## src/rtl/tiempo_lectura_rtc.sv

```systemverilog
// tiempo_lectura_rtc
// Sequences one read cycle on a multiplexed-address/data RTC bus. The cycle
// runs address strobe (ADDR), address hold (AHOLD), read strobe (READ),
// recovery (RECOV) and a one-clock DONE. Each phase length is set by a
// parameter and timed with a 4-bit down-counter.
//
// Parameters:
//   T_AW  - clocks in the address-write strobe phase (1..15)
//   T_GAP - clocks in each recovery gap, AHOLD and RECOV (1..15)
//   T_RD  - clocks in the read strobe phase (1..15)
//
// Ports:
//   clk      in   system clock, rising edge
//   reset    in   asynchronous active-low reset
//   start    in   request one read cycle; only looked at in IDLE
//   addr     in   8-bit register address, latched when start is accepted
//   ad_in    in   8-bit bus input side
//   ad_out   out  8-bit bus output side (latched address)
//   ad_oe    out  1 = ad_out drives the pad
//   CS/RD/WR out  chip select, read strobe, write strobe (all active low)
//   AD       out  address/data select, 0 = address phase
//   data_out out  captured read byte, held until the next capture
//   done     out  one-clock pulse in the DONE state
//   busy     out  high in every state except IDLE
//
// Build option:
//   RTC_BCD2BIN_EN - when defined, the captured byte is converted from
//                    packed BCD to binary (tens*10+units). Nibbles above 9
//                    are not checked or saturated.
//
// All outputs are registers. They are decoded from the next state, so
// they change on the same edge as the state register.

module tiempo_lectura_rtc #(
  parameter int T_AW  = 4,
  parameter int T_GAP = 2,
  parameter int T_RD  = 4
) (
  input  logic       clk,
  input  logic       reset,
  input  logic       start,
  input  logic [7:0] addr,
  input  logic [7:0] ad_in,
  output logic [7:0] ad_out,
  output logic       ad_oe,
  output logic       CS,
  output logic       RD,
  output logic       WR,
  output logic       AD,
  output logic [7:0] data_out,
  output logic       done,
  output logic       busy
);

  typedef enum logic [2:0] {
    S_IDLE  = 3'd0,
    S_ADDR  = 3'd1,
    S_AHOLD = 3'd2,
    S_READ  = 3'd3,
    S_RECOV = 3'd4,
    S_DONE  = 3'd5
  } state_t;

  // The timer is loaded with (length - 1) on phase entry. The phase ends
  // on the edge where the timer is zero.
  localparam logic [3:0] AW_LAST  = 4'(T_AW - 1);
  localparam logic [3:0] GAP_LAST = 4'(T_GAP - 1);
  localparam logic [3:0] RD_LAST  = 4'(T_RD - 1);

`ifdef RTC_BCD2BIN_EN
  // Packed BCD to binary: tens*10 + units, computed as tens*8 + tens*2 + units.
  // The largest result is 15*10 + 15 = 165, so 8 bits are enough.
  function automatic logic [7:0] bcd2bin(input logic [7:0] bcd);
    logic [7:0] tens;
    tens = {4'd0, bcd[7:4]};
    return (tens << 3) + (tens << 1) + {4'd0, bcd[3:0]};
  endfunction
`endif

  state_t     state_r, state_s;
  logic [3:0] timer_r, timer_s;
  logic       capture_s;
  logic [7:0] capture_val_s;
  logic       cs_s, rd_s, wr_s, ad_s, oe_s, done_s, busy_s;

  // Next-state and phase-timer logic.
  always_comb begin
    state_s = state_r;
    timer_s = timer_r;
    case (state_r)
      S_IDLE: begin
        if (start) begin
          state_s = S_ADDR;
          timer_s = AW_LAST;
        end else begin
          state_s = S_IDLE;
          timer_s = 4'd0;
        end
      end
      S_ADDR: begin
        if (timer_r == 4'd0) begin
          state_s = S_AHOLD;
          timer_s = GAP_LAST;
        end else begin
          timer_s = timer_r - 4'd1;
        end
      end
      S_AHOLD: begin
        if (timer_r == 4'd0) begin
          state_s = S_READ;
          timer_s = RD_LAST;
        end else begin
          timer_s = timer_r - 4'd1;
        end
      end
      S_READ: begin
        if (timer_r == 4'd0) begin
          state_s = S_RECOV;
          timer_s = GAP_LAST;
        end else begin
          timer_s = timer_r - 4'd1;
        end
      end
      S_RECOV: begin
        if (timer_r == 4'd0) begin
          state_s = S_DONE;
          timer_s = 4'd0;
        end else begin
          timer_s = timer_r - 4'd1;
        end
      end
      S_DONE: begin
        state_s = S_IDLE;
        timer_s = 4'd0;
      end
      default: begin
        state_s = S_IDLE;
        timer_s = 4'd0;
      end
    endcase
  end

  // Decode bus controls for the state being entered. This keeps RD and WR
  // from being low together, and keeps ad_oe from being high while RD is low.
  always_comb begin
    cs_s   = 1'b1;
    rd_s   = 1'b1;
    wr_s   = 1'b1;
    ad_s   = 1'b1;
    oe_s   = 1'b0;
    done_s = 1'b0;
    busy_s = 1'b1;
    case (state_s)
      S_IDLE:  busy_s = 1'b0;
      S_ADDR: begin
        cs_s = 1'b0;
        wr_s = 1'b0;
        ad_s = 1'b0;
        oe_s = 1'b1;
      end
      S_AHOLD: oe_s = 1'b1;
      S_READ: begin
        cs_s = 1'b0;
        rd_s = 1'b0;
      end
      S_RECOV: oe_s = 1'b0;
      S_DONE:  done_s = 1'b1;
      default: busy_s = 1'b0;
    endcase
  end

  // Capture on the edge that ends the last READ clock, while RD is still low.
  always_comb begin
    capture_s = (state_r == S_READ) && (timer_r == 4'd0);
`ifdef RTC_BCD2BIN_EN
    capture_val_s = bcd2bin(ad_in);
`else
    capture_val_s = ad_in;
`endif
  end

  // State, timer and registered outputs. Reset forces everything idle
  // immediately, without waiting for a clock edge.
  always_ff @(posedge clk or negedge reset) begin
    if (!reset) begin
      state_r  <= S_IDLE;
      timer_r  <= 4'd0;
      ad_out   <= 8'h00;
      ad_oe    <= 1'b0;
      CS       <= 1'b1;
      RD       <= 1'b1;
      WR       <= 1'b1;
      AD       <= 1'b1;
      data_out <= 8'h00;
      done     <= 1'b0;
      busy     <= 1'b0;
    end else begin
      state_r <= state_s;
      timer_r <= timer_s;
      ad_oe   <= oe_s;
      CS      <= cs_s;
      RD      <= rd_s;
      WR      <= wr_s;
      AD      <= ad_s;
      done    <= done_s;
      busy    <= busy_s;
      if ((state_r == S_IDLE) && start) begin
        ad_out <= addr;
      end else begin
        ad_out <= ad_out;
      end
      if (capture_s) begin
        data_out <= capture_val_s;
      end else begin
        data_out <= data_out;
      end
    end
  end

endmodule
```

## config.mk

```make
export PLATFORM = sky130hd
export DESIGN_NAME = tiempo_lectura_rtc
export DESIGN_NICKNAME = d
export VERILOG_FILES = /design/src/rtl/tiempo_lectura_rtc.sv
export SDC_FILE = /design/constraint.sdc
export NUM_CORES = 1
export LEC_CHECK = 0
export ABC_AREA = 1
export ABC_CLOCK_PERIOD_IN_PS = 1610
export CAP_MARGIN = 5
export CORE_UTILIZATION = 44
export DETAILED_ROUTE_END_ITERATION = 12
export GPL_TIMING_DRIVEN = 1
export PLACE_DENSITY = 0.75
export SLEW_MARGIN = 20
export SYNTH_ARGS = -nofsm -noshare
export SYNTH_HDL_FRONTEND = slang
export SYNTH_SLANG_ARGS = --single-unit
```

## constraint.sdc

```tcl
create_clock -name clk -period 1.61 [get_ports clk]
set_input_delay 0.2415 -clock clk [delete_from_list [all_inputs] [get_ports clk]]
set_output_delay 0.2415 -clock clk [all_outputs]
set_load 0.03 [all_outputs]
```

; After elaboration in Yosys (flattened, before gate mapping)
; Cells that the tools add are included.
[op_classes]
addsub = 1
eq_ne = 9
muxes = 17
reduce_logical = 8
[ops]
columns = operator, count
row1 = 4-bit case mux with 4 select lines, 1
row2 = 3-bit case mux with 5 select lines, 1
row3 = 3-bit by 2-bit equality test with 1-bit output (second input constant), 4
row4 = 3-bit 2-to-1 mux, 4
row5 = 4-bit 2-to-1 mux, 3
row6 = 3-bit equality test (second input constant), 3
row7 = 1-bit 2-to-1 mux, 7
row8 = 3-bit by 1-bit equality test with 1-bit output (second input constant), 2
row9 = 2-bit OR reduction, 3
row10 = 5-bit OR reduction, 1
row11 = 4-bit logical NOT, 1
row12 = 4-bit by 1-bit subtractor with 4-bit output (second input constant), 1
row13 = 3-bit logical NOT, 1
row14 = 1-bit logical AND, 2
row15 = 2-bit 2-to-1 mux, 1
[totals]
ff_bits = 29
input_bits = 19
output_inout_bits = 23
word_cells = 45

; Logic depth before layout (Yosys ltp)
; Gate-level depths: netlist of the first run.
[depth]
depth_word = 6
depth_mapped = 8
ltp_nobuf = 8

; Worst setup path after synthesis of the first run
; Ideal clock, no wire load.
[synth_path]
path_type = reg-to-reg
startpoint = reg state_r[1]
endpoint = reg ad_out[0]
setup_time_ps = 118
arrival_ps = 1157
required_ps = 1492
slack_ps = 335
stages_incl_launch_ff = 8
path_buffers = 1
period_less_slack_ps = 1275
path_cell_list = dfrtp_1 > nor2_2 > inv_2 > nor2_4 > nand2_4 > clkbuf_8 > nand2_1 > nand2_1
[synth_via]
elab_chain_len = 2
[synth_rtl]
columns = item, line
row1 = start: declaration, 80  ; state_t state_r, state_s;
row2 = start signal: assignment, 198  ; state_r <= state_s;
row3 = 3-bit logical NOT, 207  ; if ((state_r == S_IDLE) && start) begin
row4 = 1-bit logical AND, 207
row5 = end signal: assignment, 208  ; ad_out <= addr;
row6 = end signal: assignment, 210  ; ad_out <= ad_out;
row7 = end: declaration, 44  ; output logic [7:0] ad_out,
; No other way between the ends.
; A chain may end at the register's enable or synchronous reset.

; Worst setup path in the final report of the first run
[layout_path]
startpoint = reg data_out[5]
endpoint = out data_out[5]
[layout_lines]
columns = item, line
row1 = start: declaration, 50  ; output logic [7:0] data_out,
row2 = start signal: assignment, 213  ; data_out <= capture_val_s;
row3 = start signal: assignment, 215  ; data_out <= data_out;
; No word-level cell between the ends.

==> results.txt, run 1 <==
CP Cell Sequence -> clkdlybuf4s50_1
initial drt markers -> 3
fmax -> 639.8 MHz
top cell type's share of synthesized area -> 0.5247
CTS resizes -> 6
# setup viols final -> 0
PnR Total Power -> 3.796 mW
First-pass DRT Iterations -> 4
post-route setup slack -> 0.04696 ns
count of final hold-check violations -> 0
synthesized area -> 1240 um^2
Synthesis Warnings -> 0
Layout Nets -> 196
synth top area cells -> dfrtp_1 52%, nand2_1 13%, dfstp_2 6.4%
DIE AREA -> 3034 um^2
Post-Synth Adder-Cell Area -> 0
row count -> 18
CTS Buffer Depth -> 2
simple-gate share of the synthesized area -> 0.2886
n_diodes -> 0
Synth Area in Compound Gates -> 0.06155
post-synth top area cell -> dfrtp_1
mux cell area share after synthesis -> 0
Worst VDD drop -> 1.472 mV
largest net degree at the start of global routing -> 30
GRT Util Overall -> 0.1954
H-tree depth -> 2
Slew @ Worst Pin -> 0.3505 ns
CTS Buf Count -> 5
most frequent cell after synthesis -> nand2_1
Mapped Nets -> 150
number of synthesized flops with an enable pin -> 0
# DRC -> 0
Critical Path Start Type -> register
Slew Viols, Final -> 0
Synth Area in XOR/XNOR -> 0.007064
Layout area overhead -> 41.37%
cell area power density -> 2166 nW/um^2
hold crit path type -> primary input to async pin
largest family of logic cells by synthesized area -> simple AND/OR/NAND/NOR gates
Clk Latency, worst-skew pair -> 0.31 ns
syn_area_per_cell -> 9.465 um^2
switching power total -> 1.762 mW
Die Wd -> 55.09 um
Sw Ratio -> 0.4640
Distinct cells, synth -> 23
Crit Path Max Fanout -> 2
Leak -> 0.9552 nW
via count -> 994
fin crit period -> 1.563 ns
antenna-violating nets left -> 0
post-CTS setup buffers -> 0
Most used DFF post-synth -> dfrtp_1
Int Power -> 2.035 mW
Vias per Instance -> 4.779
Rel. slew slack -> 0.7663
final period utilization -> 0.9708
core area -> 2567 um^2
vias in the first global route -> 983
clock power share -> 0.115
Crit-path slowest cell -> clkdlybuf4s50_1
Starting Density -> 0.4829
Setup CP Type -> register to output port
Placed Cells -> 200
# fillers -> 228
synthesized instance count -> 131
layout cells sized above 1 -> 0.1461
die height -> 55.09 um
first-pass GRT wire length -> 4050 um
post-DR wirelength/cell -> 12.03 um
CP max stage delay -> 0.68 ns
top cells by count, synth -> 44 x nand2_1, 26 x dfrtp_1, 12 x nand3_1
post-synthesis sequential area ratio -> 0.5883
I/O pins -> 42
clk sink count -> 29
pre-CTS setup slack -> 0.1889 ns
CTS clk-pin slew, worst paths -> 0.09 ns
Overflow after GRT -> 0
gate family responsible for the most delay along the worst path -> buffers and inverters
fin cells -> 208
Clock Root Buffer -> clkbuf_4
Seq pwr share -> 0.338
worst endpoint required time -> 1.37 ns
Hold-fix buffers, CTS -> 0
DRT Wirelength -> 2503 um
IO buf count -> 41
Buf/Inv on CP -> 1
Crit. End Element -> output port
Yosys reg bits -> 29
status -> finished, final reports clean
ys async rst share -> 1.000
CTS tree -> done
combinational power share -> 0.548
max-cap viol count -> 0
dpl hpwl -> 1841 um
Worst Clk Skew -> 0.009124 ns
arrival time worst endpoint -> 1.32 ns
initial antenna violation count -> 0
gpl congestion -> 0.7996
==> cells in the final DEF, fill, tap and decap left out, drive strengths merged <==
cell type / count
nand2: 48
dfrtp: 26
clkdlybuf4s50: 22
dlymetal6s2s: 13
nand3: 13
o21ai: 11
nor2: 10
inv: 9
clkbuf: 8
dlygate4sd2: 6
dfstp: 3
nor3: 2
a21oi: 2
buf: 2
xnor2: 1
o31ai: 1
nand3b: 1
==> final timing paths <==
kind                                         start                    end  slack, ns  cells past startpoint
hold reg to reg              ad_out[6]$_DFFE_PN0P_  ad_out[6]$_DFFE_PN0P_       0.47                      2
setup reg to reg              state_r[1]$_DFF_PN0_        ad_oe$_DFF_PN0_       0.18                      7
setup / recovery           data_out[5]$_DFFE_PN0P_            data_out[5]       0.05                      1
hold / removal                               reset   state_r[2]$_DFF_PN0_       0.31                      2
max in group asynchronous                    reset           CS$_DFF_PN1_       1.00                      2
min in group clk             ad_out[6]$_DFFE_PN0P_  ad_out[6]$_DFFE_PN0P_       0.47                      2
==> layer usage <==
metal  vias up  share of wire  track usage
met5         -              0            0
met4         0         0.0032      0.08333
met3         2          0.055      0.07377
met2        24           0.50       0.3253
met1       457           0.44       0.2234
li1        511              -            -
==> layout make-up <==
cell class / count / area [um^2] / area share
sequential: 29 / 729.5 / 0.4161
multi-input combinational: 89 / 442.9 / 0.2527
inverter: 9 / 33.78 / 0.01927
clock buffer: 8 / 58.81 / 0.03355
timing repair buffer: 43 / 450.4 / 0.2570
tap: 30 / 37.54 / 0.02141
==> flip-flops by register name (all words and copies together) (netlist names) <==
| register | count |
|---|---|
| AD | 1 |
| CS | 1 |
| RD | 1 |
| ad_oe | 1 |
| ad_out | 8 |
| busy | 1 |
| data_out | 8 |
| done | 1 |
| state_r | 3 |
| timer_r | 4 |
==> stage by stage <==
stage	util	area (um^2)	hold WS (ns)	setup TNS, ns
floorplan	-	1240	-0.05409	0
global placement	0.6501	1669	0.4539	0
detailed placement	0.6501	1669	0.4586	0
CTS	0.6701	1720	0.3169	0
global route	0.6827	1753	0.3344	-0.002212
finish	0.6827	1753	0.3060	0
==> logic make-up after synthesis <==
family,count (synthesis)
and+or+nand+nor,74
xor gates and xnor gates,1
AOI/OAI and AO/OA,14
buffers and inverters,13
DFF,29
==> power by group through the flow <==
stage	combinational [mW]	sequential (mW)	clock, mW
6_report	2.08	1.28	0.436
5_1_grt	2.30	1.32	0.484
4_1_cts	2.12	1.29	0.449
3_5_place_dp	2.16	1.31	0
3_3_place_gp	2.12	1.29	0
2_1_floorplan	0.910	1.80	0
No activity file was read; power rests on OpenSTA's default activity.
==> run 2: changes to the inputs <==
--- a/config.mk
+++ b/config.mk
@@ -6,12 +6,12 @@
 export NUM_CORES = 1
 export LEC_CHECK = 0
 export ABC_AREA = 1
-export ABC_CLOCK_PERIOD_IN_PS = 1610
+export ABC_CLOCK_PERIOD_IN_PS = 2000
 export CAP_MARGIN = 5
-export CORE_UTILIZATION = 44
+export CORE_UTILIZATION = 48
 export DETAILED_ROUTE_END_ITERATION = 12
 export GPL_TIMING_DRIVEN = 1
-export PLACE_DENSITY = 0.75
+export PLACE_DENSITY = 0.81
 export SLEW_MARGIN = 20
 export SYNTH_ARGS = -nofsm -noshare
 export SYNTH_HDL_FRONTEND = slang
==> constraint.sdc (replaced) <==
create_clock -name clk -period 2 [get_ports clk]
set_input_delay 0.3 -clock clk [delete_from_list [all_inputs] [get_ports clk]]
set_output_delay 0.3 -clock clk [all_outputs]
set_load 0.03 [all_outputs]
==> results.txt, run 2 (synthesis gave the netlist of run 1 again) <==
post-DR wirelength/cell -> 13.10 um (+8.9%)
clk sink count -> 29 (unchanged)
gate family responsible for the most delay along the worst path -> buffers and inverters
# DRC -> 0 (unchanged)
Vias per Instance -> 4.971 (+4.0%)
switching power total -> 1.486 mW (-16%)
Hold-fix buffers, CTS -> 0 (unchanged)
CTS Buffer Depth -> 2 (unchanged)
Util after Layout -> 0.7008 (+0.01807)
setup TNS -> 0 ns (unchanged)
initial drt markers -> 8 (+5)
Layout area overhead -> 38.75%
Slew Viols, Final -> 0 (unchanged)
Die Wd -> 52.83 um (-4.1%)
hold crit path type -> primary input to async pin
GRT Util Overall -> 0.2454 (+0.05000)
# fillers -> 189 (-17%)
clock power share -> 0.118 (+0.003)
Slew @ Worst Pin -> 0.3575 ns (+0.006967 ns)
post-CTS setup buffers -> 0 (unchanged)
Layout Nets -> 195 (-0.51%)
DIE AREA -> 2790 um^2 (-8.0%)
core area -> 2455 um^2 (-4.4%)
unrepaired setup endpoints after global routing -> false
Sw Ratio -> 0.4671 (+0.003114)
Crit. End Element -> output port
Critical Path Start Type -> register
CTS tree -> done
largest net degree at the start of global routing -> 30 (unchanged)
Starting Density -> 0.5051 (+0.02215)
Buf/Inv on CP -> 1 (unchanged)
H-tree depth -> 2 (unchanged)
Leak -> 0.8031 nW (-16%)
arrival time worst endpoint -> 1.55 ns (+0.23 ns)
first-pass GRT wire length -> 4560 um (+13%)
DRT Wirelength -> 2712 um (+8.3%)
CTS Buf Count -> 5 (unchanged)
count of final hold-check violations -> 0 (unchanged)
CTS resizes -> 0 (-6)
combinational power share -> 0.552 (+0.004)
antenna-violating nets left -> 0 (unchanged)
row count -> 18 (unchanged)
Overflow after GRT -> 0 (unchanged)
worst endpoint required time -> 1.70 ns (+0.33 ns)
status -> finished, final reports clean
layout cells sized above 1 -> 0.1412 (-0.004824)
CP Cell Sequence -> clkdlybuf4s50_1
initial antenna violation count -> 0 (unchanged)
I/O pins -> 42 (unchanged)
commonest non-fill, non-tap cell in the layout -> nand2_1
CTS clk-pin slew, worst paths -> 0.09 ns (about the same)
Int Power -> 1.695 mW (-17%)
# setup viols final -> 0 (unchanged)
Seq pwr share -> 0.330 (-0.008)
max-cap viol count -> 0 (unchanged)
n_diodes -> 0 (unchanged)
IO buf count -> 41 (unchanged)
commonest non-fill, non-tap cells in the layout -> 44 x nand2_1, 41 x clkdlybuf4s50_1, 26 x dfrtp_1
CP max stage delay -> 0.67 ns (about the same)
gpl congestion -> 0.8725 (+9.1%)
Crit-path slowest cell -> clkdlybuf4s50_1
Worst VDD drop -> 1.260 mV (-14%)
fin crit period -> 1.849 ns
First-pass DRT Iterations -> 4 (unchanged)
Rel. slew slack -> 0.7609 (-0.005391)
dpl hpwl -> 1958 um (+6.4%)
vias in the first global route -> 1046 (+6.4%)
Clk Latency, worst-skew pair -> 0.34 ns (+0.03 ns)
via count -> 1029 (+3.5%)
Crit Path Max Fanout -> 2 (unchanged)
fmax -> 540.9 MHz
largest registers -> ad_out x8, data_out x8, timer_r x4
PnR Total Power -> 3.180 mW (-16%)
Setup CP Type -> register to output port
Worst Clk Skew -> 0.005895 ns (-0.003229 ns)
die height -> 52.83 um (-4.1%)
Clock Root Buffer -> clkbuf_4
cell area power density -> 1849 nW/um^2 (-15%)
final period utilization -> 0.9244
-- run 2: cell types whose count changed in the layout (fill, tap and decap cells not counted), sizes merged --
cell | previous run | this run
clkdlybuf4s50 | 22 | 41
dlymetal6s2s | 13 | 0
dlygate4sd2 | 6 | 0
buf | 2 | 1
-- run 2: area by class of cell --
| cell class | instances | area [um^2] | share of cell area |
|---|---|---|---|
| clock buffers | 8 | 58.81 | 0.03418 |
| inverters | 9 | 33.78 | 0.01964 |
| multi-input cells | 89 | 442.9 | 0.2575 |
| flip-flops and latches | 29 | 729.5 | 0.4240 |
| well taps | 30 | 37.54 | 0.02182 |
| repair buffers | 42 | 417.9 | 0.2429 |
-- run 2: power groups by stage --
stage	clock network [mW]	logic (mW)	registers, mW
after floorplan	0	0.732	1.45
after global placement	0	1.69	1.04
after detailed placement	0	1.76	1.05
after CTS	0.378	1.77	1.05
after global routing	0.410	1.91	1.08
final	0.375	1.76	1.05
-- run 2: metal layers --
metal	up-vias	routed length, um	track usage
li1	505	-	-
met1	495	1153	0.2628
met2	24	1353	0.3966
met3	5	149	0.1159
met4	0	55	0.1316
met5	-	0	0
-- run 2: path summary, 6_finish.rpt --
check | startpoint | to | slack (ns) | cells after the start
min reg2reg | ad_out[3]$_DFFE_PN0P_ | ad_out[3]$_DFFE_PN0P_ | 0.48 | 2
max in group asynchronous | reset | AD$_DFF_PN1_ | 1.36 | 2
max reg2reg | state_r[1]$_DFF_PN0_ | ad_oe$_DFF_PN0_ | 0.55 | 7
max | AD$_DFF_PN1_ | AD | 0.15 | 1
min in group clk | ad_out[3]$_DFFE_PN0P_ | ad_out[3]$_DFFE_PN0P_ | 0.48 | 2
min | reset | done$_DFF_PN0_ | 0.33 | 2
-- run 2: per-stage QoR --
step | cells | setup slack [ns] | hold slack [ns] | cell area [um^2]
after floorplan | 131 | 0.7254 | 0.004409 | 1240
after global placement | 199 | 0.5383 | 0.4551 | 1662
after detailed placement | 199 | 0.5040 | 0.4634 | 1662
after CTS | 207 | 0.1389 | 0.3351 | 1720
after global routing | 207 | 0.1033 | 0.3288 | 1720
final | 207 | 0.1513 | 0.3291 | 1720
